**config.mk**
```make
export PLATFORM = sky130hd
export DESIGN_NAME = ps2_host_tx_flat
export DESIGN_NICKNAME = d
export VERILOG_FILES = /design/src/rtl/ps2_pkg.sv /design/src/rtl/ps2_host_tx_if.sv /design/src/rtl/ps2_line_sync.sv /design/src/rtl/ps2_host_tx.sv /design/src/flat_wrapper.sv
export SDC_FILE = /design/constraint.sdc
export NUM_CORES = 1
export LEC_CHECK = 0
export CAP_MARGIN = 5
export CORE_MARGIN = 1
export CORE_UTILIZATION = 35
export CTS_CLUSTER_SIZE = 28
export DETAILED_ROUTE_END_ITERATION = 10
export PLACE_DENSITY = 0.55
export SETUP_SLACK_MARGIN = 0.15
export SYNTH_ARGS = -nofsm -noshare
export SYNTH_HDL_FRONTEND = slang
export SYNTH_SLANG_ARGS = --single-unit
export TNS_END_PERCENT = 10
```
**constraint.sdc**
```tcl
create_clock -name iCLK_50 -period 4.4 [get_ports iCLK_50]
set_clock_uncertainty 0.1 [all_clocks]
set_input_delay 0.66 -clock iCLK_50 [delete_from_list [all_inputs] [get_ports iCLK_50]]
set_output_delay 0.66 -clock iCLK_50 [all_outputs]
set_load 0.02 [all_outputs]
```
**src/rtl/ps2_pkg.sv**
```systemverilog
// Shared PS/2 definitions: host transmitter states, keyboard command/response codes
// and the host-to-device frame builder.
package ps2_pkg;

  typedef enum logic [2:0] {
    IDLE,
    INHIBIT,
    REQ,
    WAIT_FIRST,
    SEND,
    ACK,
    WAIT_IDLE,
    ERROR
  } state_t;

  localparam logic [7:0] CMD_RESET   = 8'hFF;
  localparam logic [7:0] CMD_SET_LED = 8'hED;
  localparam logic [7:0] CMD_ENABLE  = 8'hF4;

  localparam logic [7:0] RSP_ACK    = 8'hFA;
  localparam logic [7:0] RSP_BAT_OK = 8'hAA;

  // {stop, odd parity, data, start}; bit 0 goes out first.
  function automatic logic [10:0] build_frame(input logic [7:0] d);
    return {1'b1, ~^d, d, 1'b0};
  endfunction

endpackage

```
**src/rtl/ps2_host_tx_if.sv**
```systemverilog
// Byte handshake between a command source and the PS/2 host transmitter.
interface ps2_host_tx_if;
  logic [7:0] tx_data;
  logic       tx_valid;
  logic       tx_ready;
  logic       busy;
  logic       tx_done;
  logic       tx_error;

  modport master (
    output tx_data, tx_valid,
    input  tx_ready, busy, tx_done, tx_error
  );

  modport slave (
    input  tx_data, tx_valid,
    output tx_ready, busy, tx_done, tx_error
  );
endinterface

```
**src/rtl/ps2_line_sync.sv**
```systemverilog
// Two-flop synchronizer for one raw PS/2 pin with a falling-edge strobe.
module ps2_line_sync (
  input  logic clk,
  input  logic rst,
  input  logic pin,
  output logic level,
  output logic fall
);
  logic meta, cur, prev;

  // Idle PS/2 lines are high; resetting to 1 avoids a phantom fall.
  always_ff @(posedge clk or posedge rst) begin
    if (rst) begin
      meta <= 1'b1;
      cur  <= 1'b1;
      prev <= 1'b1;
    end else begin
      meta <= pin;
      cur  <= meta;
      prev <= cur;
    end
  end

  assign level = cur;
  assign fall  = prev & ~cur;
endmodule

```
**src/rtl/ps2_host_tx.sv**
```systemverilog
// Host-to-device PS/2 command transmitter: inhibit, request-to-send, clock out
// start/data/parity/stop on device falling edges, then check the device ACK.
module ps2_host_tx
  import ps2_pkg::*;
#(
  parameter int unsigned INHIBIT_CYCLES     = 5000,
  parameter int unsigned SETUP_CYCLES       = 50,
  parameter int unsigned FIRST_EDGE_TIMEOUT = 750000,
  parameter int unsigned PACKET_TIMEOUT     = 100000
) (
  input  logic          iCLK_50,
  input  logic          reset,
  ps2_host_tx_if.slave  bus,
  input  logic          ps2_clk_in,
  input  logic          ps2_dat_in,
  output logic          ps2_clk_oe,
  output logic          ps2_dat_oe
);

  localparam logic [19:0] INH_LAST   = 20'(INHIBIT_CYCLES - 1);
  localparam logic [19:0] SETUP_LAST = 20'(SETUP_CYCLES - 1);
  localparam logic [19:0] FIRST_LAST = 20'(FIRST_EDGE_TIMEOUT - 1);
  localparam logic [19:0] PKT_LAST   = 20'(PACKET_TIMEOUT - 1);

  state_t      state, state_n;
  logic [19:0] timer, timer_n;
  logic [3:0]  bitcnt, bitcnt_n;
  logic [10:0] shreg, shreg_n;
  logic        dat_oe_q, dat_oe_n;
  logic        clk_lvl, clk_fall, dat_lvl, unused_dat_fall;

  ps2_line_sync u_clk_sync (
    .clk   (iCLK_50),
    .rst   (reset),
    .pin   (ps2_clk_in),
    .level (clk_lvl),
    .fall  (clk_fall)
  );

  ps2_line_sync u_dat_sync (
    .clk   (iCLK_50),
    .rst   (reset),
    .pin   (ps2_dat_in),
    .level (dat_lvl),
    .fall  (unused_dat_fall)
  );

  function automatic logic in_packet(input state_t s);
    return (s == SEND) || (s == ACK) || (s == WAIT_IDLE);
  endfunction

  always_ff @(posedge iCLK_50 or posedge reset) begin
    if (reset) begin
      state    <= IDLE;
      timer    <= '0;
      bitcnt   <= '0;
      shreg    <= '0;
      dat_oe_q <= 1'b0;
    end else begin
      state    <= state_n;
      timer    <= timer_n;
      bitcnt   <= bitcnt_n;
      shreg    <= shreg_n;
      dat_oe_q <= dat_oe_n;
    end
  end

  always_comb begin
    state_n  = state;
    timer_n  = timer + 20'd1;
    bitcnt_n = bitcnt;
    shreg_n  = shreg;
    dat_oe_n = dat_oe_q;

    unique case (state)
      IDLE: begin
        timer_n = '0;
        if (bus.tx_valid) begin
          state_n  = INHIBIT;
          shreg_n  = build_frame(bus.tx_data);
          bitcnt_n = '0;
        end
      end
      INHIBIT: begin
        if (timer == INH_LAST) begin
          state_n  = REQ;
          dat_oe_n = 1'b1;
        end
      end
      REQ: begin
        if (timer == SETUP_LAST) state_n = WAIT_FIRST;
      end
      WAIT_FIRST: begin
        if (clk_fall) begin
          dat_oe_n = ~shreg[1];
          shreg_n  = shreg >> 1;
          bitcnt_n = 4'd1;
          state_n  = SEND;
        end else if (timer == FIRST_LAST) begin
          state_n = ERROR;
        end
      end
      SEND: begin
        if (timer == PKT_LAST) begin
          state_n = ERROR;
        end else if (clk_fall) begin
          dat_oe_n = ~shreg[1];
          shreg_n  = shreg >> 1;
          bitcnt_n = bitcnt + 4'd1;
          if (bitcnt == 4'd9) state_n = ACK;
        end
      end
      ACK: begin
        if (timer == PKT_LAST) state_n = ERROR;
        else if (clk_fall)     state_n = dat_lvl ? ERROR : WAIT_IDLE;
      end
      WAIT_IDLE: begin
        if (timer == PKT_LAST)      state_n = ERROR;
        else if (clk_lvl && dat_lvl) state_n = IDLE;
      end
      ERROR: state_n = IDLE;
      default: state_n = IDLE;
    endcase

    if (state_n == IDLE || state_n == ERROR) dat_oe_n = 1'b0;

    // The shared timer doubles as the packet timeout, so it keeps running
    // across SEND -> ACK -> WAIT_IDLE and clears on every other state change.
    if (state_n != state && !(in_packet(state) && in_packet(state_n)))
      timer_n = '0;
  end

  assign ps2_clk_oe   = (state == INHIBIT) || (state == REQ);
  assign ps2_dat_oe   = dat_oe_q;
  assign bus.tx_ready = (state == IDLE);
  assign bus.busy     = (state != IDLE);
  assign bus.tx_done  = (state == WAIT_IDLE) && (state_n == IDLE);
  assign bus.tx_error = (state == ERROR);

endmodule

```
**src/flat_wrapper.sv**
```systemverilog
// flat-port wrapper written by rule: the top's interface ports become plain ports
module ps2_host_tx_flat import ps2_pkg::*;
#(
  parameter int unsigned INHIBIT_CYCLES     = 5000,
  parameter int unsigned SETUP_CYCLES       = 50,
  parameter int unsigned FIRST_EDGE_TIMEOUT = 750000,
  parameter int unsigned PACKET_TIMEOUT     = 100000
)
  (iCLK_50, reset, ps2_clk_in, ps2_dat_in, ps2_clk_oe, ps2_dat_oe, bus_tx_data, bus_tx_valid, bus_tx_ready, bus_busy, bus_tx_done, bus_tx_error);
  ps2_host_tx_if bus_i ();
  input  logic iCLK_50;
  input  logic reset;
  input  logic ps2_clk_in;
  input  logic ps2_dat_in;
  output logic ps2_clk_oe;
  output logic ps2_dat_oe;
  input wire logic [$bits(bus_i.tx_data)-1:0] bus_tx_data;
  input wire logic [$bits(bus_i.tx_valid)-1:0] bus_tx_valid;
  output wire logic [$bits(bus_i.tx_ready)-1:0] bus_tx_ready;
  output wire logic [$bits(bus_i.busy)-1:0] bus_busy;
  output wire logic [$bits(bus_i.tx_done)-1:0] bus_tx_done;
  output wire logic [$bits(bus_i.tx_error)-1:0] bus_tx_error;
  assign bus_i.tx_data = bus_tx_data;
  assign bus_i.tx_valid = bus_tx_valid;
  assign bus_tx_ready = bus_i.tx_ready;
  assign bus_busy = bus_i.busy;
  assign bus_tx_done = bus_i.tx_done;
  assign bus_tx_error = bus_i.tx_error;
  ps2_host_tx #(.INHIBIT_CYCLES(INHIBIT_CYCLES), .SETUP_CYCLES(SETUP_CYCLES), .FIRST_EDGE_TIMEOUT(FIRST_EDGE_TIMEOUT), .PACKET_TIMEOUT(PACKET_TIMEOUT)) u_core (.iCLK_50(iCLK_50), .reset(reset), .bus(bus_i), .ps2_clk_in(ps2_clk_in), .ps2_dat_in(ps2_dat_in), .ps2_clk_oe(ps2_clk_oe), .ps2_dat_oe(ps2_dat_oe));
endmodule
```
==> out/qor.yml <==
sta:
  maxSlewHeadroom: 0.2288
  hold_viol: 0
  worstMarginPinSlew_ns: 1.157
  setup_ws_ns: 0.6244
  rsz0062_at_grt: "no"
  max_freq_mhz: 264.9
  setup_tns_ns: 0
  setup_violations: 0
  fin_crit_sh: 0.8581
  min_period_ns: 3.776
  drv_slew: 0
critical_path:
  path_cells: "or4_4 > nor3_1 > a21oi_1 > o22ai_1 > nor2_1 > and3_1 > clkdlybuf4s50_1"
  crit_path_end: "bus_tx_done"
  crit_cells: 7
  worst-path-buf-inv: 1
  cp-end-kind: "output port"
  cp_slowest_cell: "or4_4"
  rrSetupSlack_ns: 1.12
  arrival_ns: 3.02
  critPathLaunchType: "flip-flop"
  max_stage_delay_ns: 0.57
  worst-setup-path-type: "reg2out"
  cp_top_family: "simple AND/OR/NAND/NOR gates"
  r2r_start: "u_core.timer[13]$_DFF_PP0_"
  cp_max_fo: 8
  r2r_end: "u_core.shreg[8]$_DFFE_PP0P_"
  rr_worst_depth: 6
  cp.required_ns: 3.64
  crit_start: "u_core.timer[13]$_DFF_PP0_"
global_routing:
  first_global_vias: 1824
  grt_usage: 0.1507
  grt_pass1_wl_mm: 8.804
  antenna_found_initial: 0
  grt-ovfl-total: 0
  grt_max_degree: 44
clock_network:
  cts_max_level: 2
  post_cts_buffers: 0
  clk_latency_ns: 0.30
  cts.path.max_buffers: 2
  cts_resized: 0
  cts_buffers: 5
  hold_buffers: 0
  cts.clk_slew.worst_paths_ns: 0.09
  cts_tree: "yes"
  cts_sinks: 43
  cts_root_buf: "clkbuf_8"
pwr:
  p_leak_nw: 1.214
  power.density_mw_per_mm2: 410.6
  peakVddDrop_uv: 218.8
cells_and_area:
  syn_to_final_growth_pct: 14.49
  regArea_mm2: 0.001082
  final_cell_mix: "nor2_1, dfrtp_1, nand2_1, clkdlybuf4s50_1, xnor2_1"
  multi_input_area_mm2: 0.001245
  drive_gt1_frac: 0.07746
  layout_commonest_cell: "nor2_1"
  layout.nets: 300
  antenna_cells: 0
  nFillCells: 679
synthesis:
  async_flop_share: 1.000
  syn_area_mm2: 0.002435
  synthFlopType: "dfrtp_1"
  yosys_warnings: 0
  synth_edf_count: 0
  synthCells: 267
  syn_nets: 284
  ys_ff_latch: 43
  seq_area_frac_synth: 0.4445
  ys_types: 46
  syn_area_per_cell_um2: 9.119
place:
  port_buffers: 18
  dp_hpwl_mm: 3.538
  gp_congestion: 0.8054
  pre_cts_slack_ns: 0.9692
route:
  drt_iter0_markers: 105
  detail-route-antenna-nets: 0
  vias: 1885
  vias_per_cell: 5.179
  drc: 0
  wl_per_cell_um: 13.49
  wirelength_mm: 4.911
  firstDrtPassIters: 4
floorplanning:
  start_util: 0.3604
  die_h_um: 85.41
  dieArea_mm2: 0.007294
  die_w_um: 85.41
  ios: 19
  core.rowCount: 30
  core_mm2: 0.006756
hold_path:
  hp-class: "reg2reg"
  whs_path_depth: 0
status:
  status: "finished clean"
run:
  maxCapViolCount: 0
==> worst min path at each step <==
stage,startpoint,endpoint,slack (ns)
finish,u_core.u_clk_sync.meta$_DFF_PP1_,u_core.u_clk_sync.level$_DFF_PP1_,0.26
global route,u_core.u_clk_sync.meta$_DFF_PP1_,u_core.u_clk_sync.level$_DFF_PP1_,0.26
CTS,u_core.u_clk_sync.meta$_DFF_PP1_,u_core.u_clk_sync.level$_DFF_PP1_,0.26
detailed placement,u_core.u_clk_sync.meta$_DFF_PP1_,u_core.u_clk_sync.level$_DFF_PP1_,0.25
global placement,u_core.u_dat_sync.meta$_DFF_PP1_,u_core.u_dat_sync.level$_DFF_PP1_,0.25
floorplan,u_core.u_clk_sync.meta$_DFF_PP1_,u_core.u_clk_sync.level$_DFF_PP1_,0.25
==> flip-flops by register name, summed over array words and instances (netlist names), 3 cells and up <==
register       flops
u_core.shreg      10
u_core.state       3
u_core.bitcnt      4
u_core.timer      20
==> metrics by stage <==
stage / hold WS, ns / cells / util / power, mW / area, um2
floorplan: 0.2452 / 267 / - / 0.7644 / 2435
global placement: 0.2484 / 356 / 0.3954 / 0.8407 / 2671
detailed placement: 0.2472 / 356 / 0.3954 / 0.8452 / 2671
CTS: 0.2608 / 364 / 0.4126 / 1.166 / 2788
global route: 0.2630 / 364 / 0.4126 / 1.228 / 2788
finish: 0.2595 / 364 / 0.4126 / 1.144 / 2788
==> power by group <==
part           internal [mW]  switching [mW]
Clock                  0.172           0.144
Sequential             0.460          0.0613
Combinational          0.128           0.178
Total                  0.761           0.384
==> synthesized netlist by cell type (2+ instances only) <==
library cell / number / area, um2
a21oi_1: 8 / 40.04
a41oi_1: 2 / 17.52
and2_1: 2 / 12.51
and3_1: 5 / 31.28
buf_1: 2 / 7.510
buf_6: 3 / 33.78
clkbuf_1: 6 / 22.52
dfrtp_1: 38 / 950.9
dfstp_2: 5 / 131.4
ha_1: 4 / 50.05
inv_1: 9 / 33.78
mux2i_1: 9 / 90.09
nand2_1: 24 / 90.09
nand2b_1: 5 / 31.28
nand3_1: 10 / 50.05
nand4_1: 10 / 62.56
nor2_1: 40 / 150.1
nor3_1: 8 / 40.04
nor4_1: 6 / 37.54
o211ai_1: 2 / 15.01
o21ai_0: 16 / 80.08
or3_1: 2 / 12.51
xnor2_1: 17 / 148.9
xor2_1: 12 / 105.1
==> kinds of logic (layout without fill, tap and decap cells) <==
| kind of cell | count (synthesis) | count (layout) | synth area share |
|---|---|---|---|
| adder cells (fa/ha/maj) | 4 | 4 | 0.02056 |
| AND/OR/NAND/NOR | 120 | 120 | 0.2431 |
| multiplexers | 9 | 9 | 0.03700 |
| flip-flops | 43 | 43 | 0.4445 |
| buffers and inverters | 22 | 39 | 0.04419 |
| XOR/XNOR | 29 | 29 | 0.1043 |
| AO/OA/AOI/OAI | 40 | 40 | 0.1064 |
==> worst reg2reg max path, delay by kind of cell, from the launching register on <==
family / cells / cell delay, ns
flip-flops: 1 / 0.47
AND/OR/NAND/NOR: 3 / 1.87
AO/OA/AOI/OAI: 2 / 0.49
buffers and inverters: 1 / 0.20
==> metal layers <==
metal  up-vias  track usage  wire length [um]
met5         -            0                 0
met4         0      0.04545                64
met3         6      0.02335               161
met2        35       0.2240              2164
met1       885       0.2252              2520
li1        959            -                 -
==> cell type report <==
class / count / area share
repair buffers: 22 / 0.07540
well taps: 80 / 0.03591
clock inverters: 3 / 0.01706
inverters: 9 / 0.01212
clock buffers: 5 / 0.02469
flip-flops and latches: 43 / 0.3882
multi-input cells: 202 / 0.4466
(Power assumes the default switching activity.)
